### config.mk
export PLATFORM = sky130hd
export DESIGN_NAME = spi_master_ctrl
export DESIGN_NICKNAME = d
export VERILOG_FILES = /design/src/rtl/spi_pkg.sv /design/src/rtl/spi_shift_reg.sv /design/src/rtl/spi_master_ctrl.sv
export SDC_FILE = /design/constraint.sdc
export NUM_CORES = 1
export LEC_CHECK = 0
export BUFFER_PORTS_ARGS = -buffer_cell sky130_fd_sc_hd__buf_2
export CAP_MARGIN = 0
export CORE_AREA = 2 2 72 74
export DETAILED_ROUTE_END_ITERATION = 6
export DIE_AREA = 0 0 74 76
export GPL_TIMING_DRIVEN = 0
export SYNTH_ARGS = -nofsm -noshare
export SYNTH_HDL_FRONTEND = slang
export SYNTH_SLANG_ARGS = --single-unit
### constraint.sdc
create_clock -name clk -period 1.95 [get_ports clk]
set_input_delay 0.39 -clock clk [delete_from_list [all_inputs] [get_ports clk]]
set_output_delay 0.39 -clock clk [all_outputs]
set_load 0.1 [all_outputs]
### src/rtl/spi_pkg.sv
// rtl/spi_pkg.sv - command encodings, FSM states and sizing helpers for the SPI master sequencer
package spi_pkg;

  localparam logic [1:0] CMD_WR_ADDR = 2'b00;
  localparam logic [1:0] CMD_WR_DATA = 2'b01;
  localparam logic [1:0] CMD_RD_ADDR = 2'b10;
  localparam logic [1:0] CMD_RD_DATA = 2'b11;

  localparam int DEF_DATA_W = 8;
  localparam int FRAME_W    = DEF_DATA_W + 2;

  typedef enum logic [2:0] {
    ST_IDLE  = 3'd0,
    ST_SEL   = 3'd1,
    ST_RWSEL = 3'd2,
    ST_SHIFT = 3'd3,
    ST_WAIT  = 3'd4,
    ST_RECV  = 3'd5,
    ST_END   = 3'd6,
    ST_GAP   = 3'd7
  } state_e;

  function automatic int frame_width(input int data_w);
    return data_w + 2;
  endfunction

  function automatic int max_of(input int a, input int b);
    return (a > b) ? a : b;
  endfunction

endpackage

### src/rtl/spi_shift_reg.sv
// rtl/spi_shift_reg.sv - parallel-load MSB-first shift register with serial-in
module spi_shift_reg #(
  parameter int W     = 10,
  parameter int TAP_W = 8
) (
  input  logic             clk,
  input  logic             rst_n,
  input  logic             load_i,
  input  logic [W-1:0]     load_data_i,
  input  logic             shift_i,
  input  logic             sin_i,
  output logic             sout_o,
  output logic [TAP_W-1:0] tap_o
);

  logic [W-1:0] data_q;
  logic [W-1:0] data_d;

  always_comb begin
    data_d = data_q;
    if (load_i) begin
      data_d = load_data_i;
    end else if (shift_i) begin
      data_d = {data_q[W-2:0], sin_i};
    end
  end

  always_ff @(posedge clk or negedge rst_n) begin
    if (!rst_n) begin
      data_q <= '0;
    end else begin
      data_q <= data_d;
    end
  end

  assign sout_o = data_q[W-1];
  assign tap_o  = data_q[TAP_W-1:0];

endmodule

### src/rtl/spi_master_ctrl.sv
// rtl/spi_master_ctrl.sv - single-clock SPI master framing one command per handshake onto SS_n/MOSI
module spi_master_ctrl
  import spi_pkg::*;
#(
  parameter int RD_LAT   = 2,
  parameter int IDLE_GAP = 1,
  parameter int DATA_W   = 8
) (
  input  logic              clk,
  input  logic              rst_n,
  input  logic              req_valid,
  output logic              req_ready,
  input  logic [1:0]        req_cmd,
  input  logic [DATA_W-1:0] req_payload,
  output logic              rsp_valid,
  output logic [DATA_W-1:0] rsp_data,
  output logic              busy,
  output logic              SS_n,
  output logic              MOSI,
  input  logic              MISO
);

  localparam int FW    = frame_width(DATA_W);
  localparam int CNT_W = $clog2(max_of(max_of(FW, DATA_W), max_of(RD_LAT, IDLE_GAP)));

  localparam logic [CNT_W-1:0] SHIFT_LAST = CNT_W'(FW - 1);
  localparam logic [CNT_W-1:0] WAIT_LAST  = CNT_W'(RD_LAT - 1);
  localparam logic [CNT_W-1:0] RECV_LAST  = CNT_W'(DATA_W - 1);
  localparam logic [CNT_W-1:0] GAP_LAST   = CNT_W'(IDLE_GAP - 1);

  state_e             state_q;
  logic [CNT_W-1:0]   cnt_q;
  logic [1:0]         cmd_q;
  logic               ss_n_q;
  logic               mosi_q;
  logic               ready_q;
  logic               busy_q;
  logic               rsp_valid_q;
  logic [DATA_W-1:0]  rsp_data_q;

  logic               accept;
  logic               sr_shift;
  logic               sr_sin;
  logic               sr_msb;
  logic [DATA_W-1:0]  sr_tap;

  assign accept   = (state_q == ST_IDLE) && req_valid && ready_q;
  // One register serves both directions: it drains the frame during SHIFT and fills from MISO during RECV.
  assign sr_shift = (state_q == ST_RWSEL) || (state_q == ST_RECV) ||
                    ((state_q == ST_SHIFT) && (cnt_q != '0));
  assign sr_sin   = (state_q == ST_RECV) && MISO;

  spi_shift_reg #(
    .W     (FW),
    .TAP_W (DATA_W)
  ) u_shift_reg (
    .clk         (clk),
    .rst_n       (rst_n),
    .load_i      (accept),
    .load_data_i ({req_cmd, req_payload}),
    .shift_i     (sr_shift),
    .sin_i       (sr_sin),
    .sout_o      (sr_msb),
    .tap_o       (sr_tap)
  );

  always_ff @(posedge clk or negedge rst_n) begin
    if (!rst_n) begin
      state_q     <= ST_IDLE;
      cnt_q       <= '0;
      cmd_q       <= CMD_WR_ADDR;
      ss_n_q      <= 1'b1;
      mosi_q      <= 1'b0;
      ready_q     <= 1'b0;
      busy_q      <= 1'b0;
      rsp_valid_q <= 1'b0;
      rsp_data_q  <= '0;
    end else begin
      rsp_valid_q <= 1'b0;
      case (state_q)
        ST_IDLE: begin
          if (accept) begin
            cmd_q   <= req_cmd;
            state_q <= ST_SEL;
            ss_n_q  <= 1'b0;
            mosi_q  <= 1'b0;
            ready_q <= 1'b0;
            busy_q  <= 1'b1;
          end else begin
            ready_q <= 1'b1;
          end
        end
        ST_SEL: begin
          state_q <= ST_RWSEL;
          mosi_q  <= cmd_q[1];
        end
        ST_RWSEL: begin
          state_q <= ST_SHIFT;
          mosi_q  <= sr_msb;
          cnt_q   <= SHIFT_LAST;
        end
        ST_SHIFT: begin
          if (cnt_q != '0) begin
            mosi_q <= sr_msb;
            cnt_q  <= cnt_q - 1'b1;
          end else begin
            mosi_q <= 1'b0;
            if (cmd_q == CMD_RD_DATA) begin
              state_q <= ST_WAIT;
              cnt_q   <= WAIT_LAST;
            end else begin
              state_q <= ST_END;
            end
          end
        end
        ST_WAIT: begin
          if (cnt_q != '0) begin
            cnt_q <= cnt_q - 1'b1;
          end else begin
            state_q <= ST_RECV;
            cnt_q   <= RECV_LAST;
          end
        end
        ST_RECV: begin
          if (cnt_q != '0) begin
            cnt_q <= cnt_q - 1'b1;
          end else begin
            // The last MISO bit is folded in here so the byte and its pulse land together in END.
            state_q     <= ST_END;
            rsp_valid_q <= 1'b1;
            rsp_data_q  <= {sr_tap[DATA_W-2:0], MISO};
          end
        end
        ST_END: begin
          state_q <= ST_GAP;
          ss_n_q  <= 1'b1;
          cnt_q   <= GAP_LAST;
        end
        ST_GAP: begin
          if (cnt_q != '0) begin
            cnt_q <= cnt_q - 1'b1;
          end else begin
            state_q <= ST_IDLE;
            ready_q <= 1'b1;
            busy_q  <= 1'b0;
          end
        end
        default: begin
          state_q <= ST_IDLE;
          ss_n_q  <= 1'b1;
          mosi_q  <= 1'b0;
          busy_q  <= 1'b0;
        end
      endcase
    end
  end

  assign req_ready = ready_q;
  assign rsp_valid = rsp_valid_q;
  assign rsp_data  = rsp_data_q;
  assign busy      = busy_q;
  assign SS_n      = ss_n_q;
  assign MOSI      = mosi_q;

endmodule

==> results.toml, run 1 <==
[routing]
drcViolationCount = 0
num_vias = 1214
firstDrtPassIters = 4
vias_per_cell = 4.856
routed_wirelength_um = 3320
wl_per_cell_um = 13.28
drt_iter0_markers = 82
detail-route-antenna-nets = 0

[cts]
root_buffer = "clkbuf_8"
cts_htree_levels = 2
tritoncts = "yes"
cts_buffers = 5
cts_buffer_depth = 2
path_clk_slew_ns = 0.07
cts_sinks = 32
worstSkewPairLatency_ns = 0.29

[critical_path]
crit_top_cell = "mux2_2"
path_max_fanout = 10
endpoint_kind = "flop"
crit_path_cell_trace = "nor2_4, and4b_1, buf_4, buf_6, mux2_2, mux2_2"
max_stage_delay_ns = 0.46
cp-start-kind = "flop"
cp_top_family = "multiplexers"
crit_buf_inv = 2
r2r_setup_slack_ns = 0.09
crit_arrival_ns = 2.04
required_ns = 2.12
crit_type = "flop to flop"
cp_slowest_cell = "dfrtp_2"

[die]
fp-row-count = 26
die_h_um = 76
ios = 27
dieArea_mm2 = 0.005624
die_w_um = 74
coreArea_mm2 = 0.004912
initial_core_util_pct = 32.22

[grt]
grt_max_degree = 33
overflow = 0
grt_pass1_wl_um = 5837
first_global_vias = 1206
grt_usage_pct = 13.29
antenna_found_initial = 0

[place]
place.port_buffers = 26
hpwlAfterDp_um = 2276
pre_cts_ws_ns = -0.2493
dp_cells = 233
place_area_mm2 = 0.001815
routabilityCongestion = 0.8027

[logic_synthesis]
syn_area_mm2 = 0.001583
synth_edf_count = 0
ys_types = 38
ys_ff_latch = 32
synth-main-ff-cell = "dfrtp_1"
syn-num-nets = 152
async_flop_share_pct = 100.0
syn_inst = 137
ys_warn_count = 0
yosysSeqAreaShare_pct = 50.67
avgSynthCellArea_um2 = 11.55

[power]
vdd_drop_max_mv = 0.6353
total_power_mw = 3.192
p_per_area_mw_per_mm2 = 1563
leakagePower_nw = 0.9970

[sta]
grt_setup_unrepaired = "no"
finalSetupViolCount = 0
fin_crit_ns = 1.865
hold_ws_ns = 0.1498
skew_ns = 0.005037
tightest_slew_ns = 0.7123
finalHoldViolCount = 0
slew_headroom_pct = 52.51
min_period_over_period_pct = 95.62
fmax_ghz = 0.5363
setup_slack_ns = 0.08534
drv_slew = 0
setup_tns_ns = 0

[cells_and_area]
fin_util_pct = 41.57
fillCellCount = 489
n_antenna_cell = 0
syn_to_final_growth_pct = 29.01
final_area_mm2 = 0.002042
finalNonFillerCells = 250
mostFrequentLayoutCells = "27 x dfrtp_1, 27 x buf_2, 20 x mux2_2"
drive_gt1_share_pct = 46.11
finalNetCount = 194

[run]
maxCapViolCount = 0

[status]
status = "complete, no violations"

[min_path]
hp-class = "input pin to async pin"
==> cell type report <==
class | count | area (um2) | share of cell area (%)
Buffer | 6 | 38.79 | 1.900
Multi-Input combinational cell | 91 | 740.7 | 36.27
Clock inverter | 2 | 10.01 | 0.4902
Clock buffer | 6 | 82.58 | 4.044
Inverter | 6 | 22.52 | 1.103
Sequential cell | 32 | 807.0 | 39.52
Timing Repair Buffer | 37 | 252.7 | 12.38
Tap cell | 70 | 87.58 | 4.289
==> Yosys cell counts (all sizes together), types with 2 or more instances <==
library cell / number / area share [%]
o22ai: 4 / 1.6
dfrtp: 31 / 49
a21oi: 9 / 2.8
o21ai: 7 / 2.2
inv: 6 / 1.4
nor2: 7 / 1.7
nor3: 4 / 2.0
mux2: 28 / 20
nor3b: 2 / 0.95
nand2b: 2 / 0.79
buf: 5 / 2.3
a211o: 3 / 1.7
clkbuf: 3 / 0.71
nand2: 6 / 1.4
==> path summary, 6_finish.rpt <==
| kind | start | end | cells past startpoint |
|---|---|---|---|
| max | state_q[1] | u_shift_reg.data_q[8] | 6 |
| min | rst_n | cnt_q[3] | 1 |
| max reg2reg | state_q[1] | u_shift_reg.data_q[8] | 6 |
| min reg2reg | busy | busy | 1 |
| max in group asynchronous | rst_n | state_q[1] | 1 |
| min in group clk | MISO | rsp_data[0] | 2 |
==> what timing repair did <==
| item | CTS | global route |
|---|---|---|
| endpoints found under the setup margin | 18 | 20 |
| resized for setup | 9 | 6 |
| pin swaps | 2 | 3 |
| gates cloned | 1 | 0 |
| buffers inserted | 7 | 3 |
| hold buffers | 0 | 0 |
==> per-layer routing <==
layer,track usage (%),share of wire (%),up-vias
li1,-,-,581
met1,18.52,45,598
met2,19.46,48,29
met3,4.233,6.2,6
met4,4.364,1.4,0
met5,0,0,-
==> where the power goes <==
part           internal [mW]  total, mW  switching [mW]
sequential             0.891       1.07           0.178
combinational          0.635       1.60           0.960
clock                  0.281      0.527           0.246
==> state kept, by name, summed over array words and instances, names as in the netlist <==
register,cells
cnt_q,4
state_q,3
SS_n,1
u_shift_reg.data_q,10
req_ready,1
cmd_q,2
rsp_data,8
rsp_valid,1
busy,1
MOSI,1
==> cell families (layout without fill, tap and decap cells) <==
kind of cell | after synthesis | after routing | synth area share, %
flip-flops | 32 | 32 | 50.67
XOR/XNOR | 1 | 1 | 0.5535
AND/OR/NAND/NOR | 29 | 29 | 10.75
buffers and inverters | 14 | 57 | 4.426
AO/OA/AOI/OAI | 32 | 32 | 12.89
multiplexers | 28 | 28 | 19.92
adder cells (fa/ha/maj) | 1 | 1 | 0.7904
(Power assumes the default switching activity.)
==> inputs of run 2 (changes only) <==
- ABC_AREA: default -> 1
- CORE_AREA: 2 2 72 74 -> 2 2 74 76
- DIE_AREA: 0 0 74 76 -> 0 0 76 78
==> run 2 against run 1 <==
Critical path depth increased by 2. First-iteration DRC count decreased by 27%. Routed wire length is 9.5% higher. Combinational power grew 39%. Sequential power is 6% higher. Largest power group unchanged. Non-clock buffer count fell by 12. Clock power rose by 17%. Clock-buffer cell count unchanged. Core utilization fell by 1.4 points.
==> results.toml, run 2 <==
[logic_synthesis]
synthTopCellsByArea = "dfrtp_1 46%, nand2_1 20%, inv_1 4.2%"
avgSynthCellArea_um2 = 7.764
ys_ff_latch = 32
ys_types = 26
yosys.area.top_type = "dfrtp_1"
synth_top_area_share_pct = 45.62
synth_edf_count = 0
syn-num-nets = 234
ys_warn_count = 0
async_flop_share_pct = 100.0
yosysSeqAreaShare_pct = 47.17
synth-main-ff-cell = "dfrtp_1"
post-synth-top-count-cell = "nand2_1"
synthTopCellsByCount = "89 x nand2_1, 31 x dfrtp_1, 19 x inv_1, 12 x o21ai_0, 10 x nand4_1"
syn_inst = 219
syn_area_mm2 = 0.001700

[die]
coreArea_mm2 = 0.005042
fp-row-count = 26
initial_core_util_pct = 33.72
die_h_um = 78
ios = 27
die_w_um = 76
dieArea_mm2 = 0.005928

[sta]
min_period_over_period_pct = 84.58
setup_tns_ns = 0
finalHoldViolCount = 0
slew_headroom_pct = 52.52
fmax_ghz = 0.6063
fin_crit_ns = 1.649
drv_slew = 0
setup_slack_ns = 0.3006
tightest_slew_ns = 0.7122
finalSetupViolCount = 0
skew_ns = 0.005403
grt_setup_unrepaired = "no"

[run]
maxCapViolCount = 0

[grt]
top_usage_layer = "met2"
grt_max_degree = 33
first_global_vias = 1412
use_met1_pct = 17.05
antenna_found_initial = 0
overflow = 0
use_met3_pct = 4.186
use_met2_pct = 22.23
grt_pass1_wl_um = 6458
grt_usage_pct = 13.52

[cells_and_area]
n_antenna_cell = 0
regMostFlops = "u_shift_reg.data_q"
drive_gt1_share_pct = 22.53
mostFrequentLayoutCells = "89 x nand2_1, 31 x dfrtp_1, 28 x buf_2"
syn_to_final_growth_pct = 19.13
largest_reg_flops = 10
finalNetCount = 267
final_common_cell = "nand2_1"

[power]
vdd_drop_max_mv = 0.6003
leakagePower_nw = 1.102
p_per_area_mw_per_mm2 = 1965

[critical_path]
r2r-start = "cnt_q[0]"
required_ns = 2.12
endpoint_kind = "flop"
r2r_setup_slack_ns = 0.30
crit_start = "cnt_q[0]"
crit_type = "flop to flop"
r2r-end = "rsp_data[7]"
cp-start-kind = "flop"
path_max_fanout = 10
crit_arrival_ns = 1.82
reg2reg_depth = 8

[routing]
wl_per_cell_um = 11.25
drt_iter0_markers = 60
firstDrtPassIters = 4
drcViolationCount = 0
detail-route-antenna-nets = 0
vias_per_cell = 4.582
routed_wirelength_um = 3634
num_vias = 1480

[cts]
ctsHoldBuffers = 0
cts_sinks = 32
cts_buffer_depth = 2
cts_buffers = 5
cts_resized = 0
worstSkewPairLatency_ns = 0.28
tritoncts = "yes"
path_clk_slew_ns = 0.07
cts_setup_buffers = 0
root_buffer = "clkbuf_8"
cts_htree_levels = 2

[place]
pre_cts_ws_ns = 0.3111
place.port_buffers = 26
routabilityCongestion = 0.8026
hpwlAfterDp_um = 2704

[status]
status = "complete, no violations"

[min_path]
hp-class = "input pin to async pin"
run 2: stage by stage:
step	area (um2)	cells	utilization, %	hold slack, ns	power, mW
5_1_grt	2026	323	40.17	0.2215	4.330
6_report	2026	323	40.17	0.1572	3.980
3_3_place_gp	1918	315	38.04	0.4649	3.364
4_1_cts	2026	323	40.17	0.1831	4.021
3_5_place_dp	1918	315	38.04	0.4714	3.388
2_1_floorplan	1700	219	-	0.09441	2.972
run 2: critical path, stage by stage, from the launching register on:
cell	delay, ns
dfrtp_1	0.41
inv_1	0.10
ha_1	0.21
nand2_2	0.15
inv_1	0.16
nand3_4	0.14
buf_2	0.22
nand2_1	0.07
o21ai_1	0.06
run 2: how the worst max path moves through the flow:
stage / to / slack, ns / cells after the start
after detailed placement: rsp_data[7] / 0.31 / 8
after global placement: rsp_data[7] / 0.33 / 8
final: rsp_data[7] / 0.30 / 8
after global routing: rsp_data[7] / 0.13 / 8
after CTS: rsp_data[7] / 0.30 / 8
after floorplan: u_shift_reg.data_q[2] / 0.07 / 6
run 2: per-layer routing:
layer	vias to the layer above	part of all wire [%]
met2	29	45
met4	0	1.5
li1	766	-
met5	-	0
met3	6	4.4
met1	679	49
run 2: area by class of cell:
cell class              instances  area (um2)
plain buffers                   5       40.04
clock buffers                   6       72.57
clock inverters                 2       35.03
fillers                       530        3017
inverters                      23       88.84
multi-input cells             159       769.5
flip-flops and latches         32       802.0
well taps                      70       87.58
repair buffers                 26       130.1
run 2: kinds of logic after synthesis:
family / count (synthesis) / synth area share (%)
and+or+nand+nor: 130 / 35.54
AOI/OAI and AO/OA: 27 / 8.462
DFF: 32 / 47.17
buffers and inverters: 28 / 7.579
xor gates and xnor gates: 1 / 0.5152
adders and majority gates: 1 / 0.7357
run 2: power breakdown:
group          switching [mW]  leakage [nW]  internal (mW)  total, mW
clock network           0.240        0.0552          0.379      0.619
registers               0.187         0.411          0.943       1.13
logic                    1.67         0.636          0.560       2.23
total                    2.10          1.10           1.88       3.98
==> inputs of run 3 (changes only) <==
- ABC_AREA: 1 -> 0
- CORE_AREA: 2 2 74 76 -> 2 2 72 74
- DIE_AREA: 0 0 76 78 -> 0 0 74 76
- clock period: 1.95 -> 1.59 ns (I/O delays scaled with it)
==> run 3 against run 2 <==
The flow now finishes with violations (negative setup slack). Clock skew decreased by 0.0010 ns. Global-route usage increased by 0.67 points. First-iteration DRC count decreased by 35%. Sequential power increased by 17%. Routed wire length increased by 0.69%. Die area decreased by 5.1%. Critical path type unchanged.
==> results.toml, run 3 (synthesis gave the netlist of run 1 again) <==
[status]
status = "finished, violations left"
violations = "negative setup slack"

[cts]
cts_buffer_depth = 2
tritoncts = "yes"
cts_buffers = 5
ctsHoldBuffers = 0
root_buffer = "clkbuf_8"
path_clk_slew_ns = 0.07
cts_sinks = 32
worstSkewPairLatency_ns = 0.28
cts_htree_levels = 2

[run]
maxCapViolCount = 0

[power]
p_seq_share_pct = 30.0
p_sw_share_pct = 42.94
pwr-share-comb_pct = 55.6
clkPwrFrac_pct = 14.5
vdd_drop_max_mv = 0.7384
switching_power_mw = 1.897
leakagePower_nw = 1.042
p_per_area_mw_per_mm2 = 2016
internal-power_mw = 2.521

[sta]
finalHoldViolCount = 0
skew_ns = 0.004356
min_period_over_period_pct = 116.2
drv_slew = 0
finalSetupViolCount = 23
setup_slack_ns = -0.2576
slew_headroom_pct = 52.75
fmax_ghz = 0.5412
tightest_slew_ns = 0.7087
grt_setup_unrepaired = "yes"
setup_tns_ns = -4.177
fin_crit_ns = 1.848

[cells_and_area]
finalNetCount = 197
drive_gt1_share_pct = 56.28
regMostFlops = "u_shift_reg.data_q"
n_antenna_cell = 0
finalNonFillerCells = 253
largest_reg_flops = 10
fillCellCount = 460
syn_to_final_growth_pct = 38.42
mostFrequentLayoutCells = "27 x dfrtp_1, 27 x buf_2, 17 x mux2_4"
final_area_mm2 = 0.002191

[grt]
antenna_found_initial = 0
use_met1_pct = 20.61
grt_usage_pct = 14.19
use_met2_pct = 20.71
grt_pass1_wl_um = 6154
overflow = 0
use_met3_pct = 4.365
first_global_vias = 1235
grt_max_degree = 33
top_usage_layer = "met2"

[place]
pre_cts_ws_ns = -0.5391
place.port_buffers = 26
hpwlAfterDp_um = 2302
dp_cells = 233
place_area_mm2 = 0.001878
routabilityCongestion = 0.8059

[die]
dieArea_mm2 = 0.005624
die_w_um = 74
fp-row-count = 26
coreArea_mm2 = 0.004912
initial_core_util_pct = 32.22
ios = 27
die_h_um = 76

[routing]
drcViolationCount = 0
num_vias = 1208
firstDrtPassIters = 4
detail-route-antenna-nets = 0
vias_per_cell = 4.775
wl_per_cell_um = 14.46
drt_iter0_markers = 39
routed_wirelength_um = 3659

[critical_path]
required_ns = 1.75
r2r-end = "u_shift_reg.data_q[8]"
r2r_setup_slack_ns = -0.26
reg2reg_depth = 8
max_stage_delay_ns = 0.42
cp_top_family = "flip-flops"
crit_type = "flop to flop"
path_max_fanout = 5
crit_buf_inv = 3
endpoint_kind = "flop"
r2r-start = "cnt_q[0]"
cp-start-kind = "flop"
crit_arrival_ns = 2.01
cp_slowest_cell = "dfrtp_2"
crit_path_cell_trace = "inv_4, ha_4, buf_6, and4bb_2, nor3_2, a211o_1, buf_6, mux2_4"
crit_top_cell = "buf_6"

[min_path]
hp-class = "input pin to async pin"
## run 3: cell types whose count changed in the layout (fill, tap and decap cells not counted), sizes merged, moves of 3 or more
| cell | change |
|---|---|
| nand2 | -90 |
| buf | +13 |
| o21ai | -15 |
| a21oi | +6 |
| mux2 | +28 |
| inv | -17 |
| nor2 | -5 |
| nor3 | +4 |
| nand3 | -10 |
| o22ai | +4 |
| clkbuf | +4 |
| a211o | +3 |
| nand4 | -11 |
## run 3: worst max-delay path by stage
stage	start	cells after the start	end	slack [ns]
floorplan	cnt_q[0]	7	rsp_data[1]	-0.34
global placement	cnt_q[0]	7	rsp_data[6]	-0.53
detailed placement	cnt_q[1]	6	rsp_data[6]	-0.54
CTS	cnt_q[0]	8	rsp_data[6]	-0.35
global route	cnt_q[0]	8	u_shift_reg.data_q[8]	-0.33
finish	cnt_q[0]	8	u_shift_reg.data_q[8]	-0.26
## run 3: power by group through the flow
stage               clock (mW)  combinational, mW  sequential, mW
floorplan                    0               1.18            1.78
global placement             0               1.98            1.32
detailed placement           0               1.99            1.33
CTS                      0.661               2.26            1.33
global route             0.690               2.63            1.36
finish                   0.639               2.46            1.32
## run 3: what timing repair did
| action | 4_1_cts | 5_1_grt |
|---|---|---|
| pin swaps | 7 | 9 |
| hold endpoints to repair | 0 | 0 |
| endpoints found under the setup margin | 27 | 30 |
| gates cloned | 2 | 0 |
| gates resized for setup | 26 | 13 |
| setup buffers | 10 | 4 |
## run 3: per-stage QoR
step	hold slack, ns	power, mW	utilization, %
after floorplan	0.02241	2.959	-
after global placement	0.4133	3.299	38.23
after detailed placement	0.4181	3.325	38.23
after CTS	0.1133	4.246	43.91
after global routing	0.1526	4.688	44.60
final	0.08305	4.418	44.60
## run 3: per-layer routing
layer,wire [um],up-vias,share of wire [%]
met5,0,-,0
met2,1708,29,47
met1,1731,589,47
met4,40,0,1.1
li1,-,584,-
met3,178,6,4.9
## run 3: layout make-up
type                            instances  area (um2)  area share, %
Timing Repair Buffer                   40       254.0          11.59
Buffer                                  6       50.05          2.284
Sequential cell                        32       809.5          36.95
Multi-Input combinational cell         91       874.6          39.92
Clock buffer                            8       90.09          4.112
Inverter                                6       25.02          1.142
Tap cell                               70       87.58          3.998
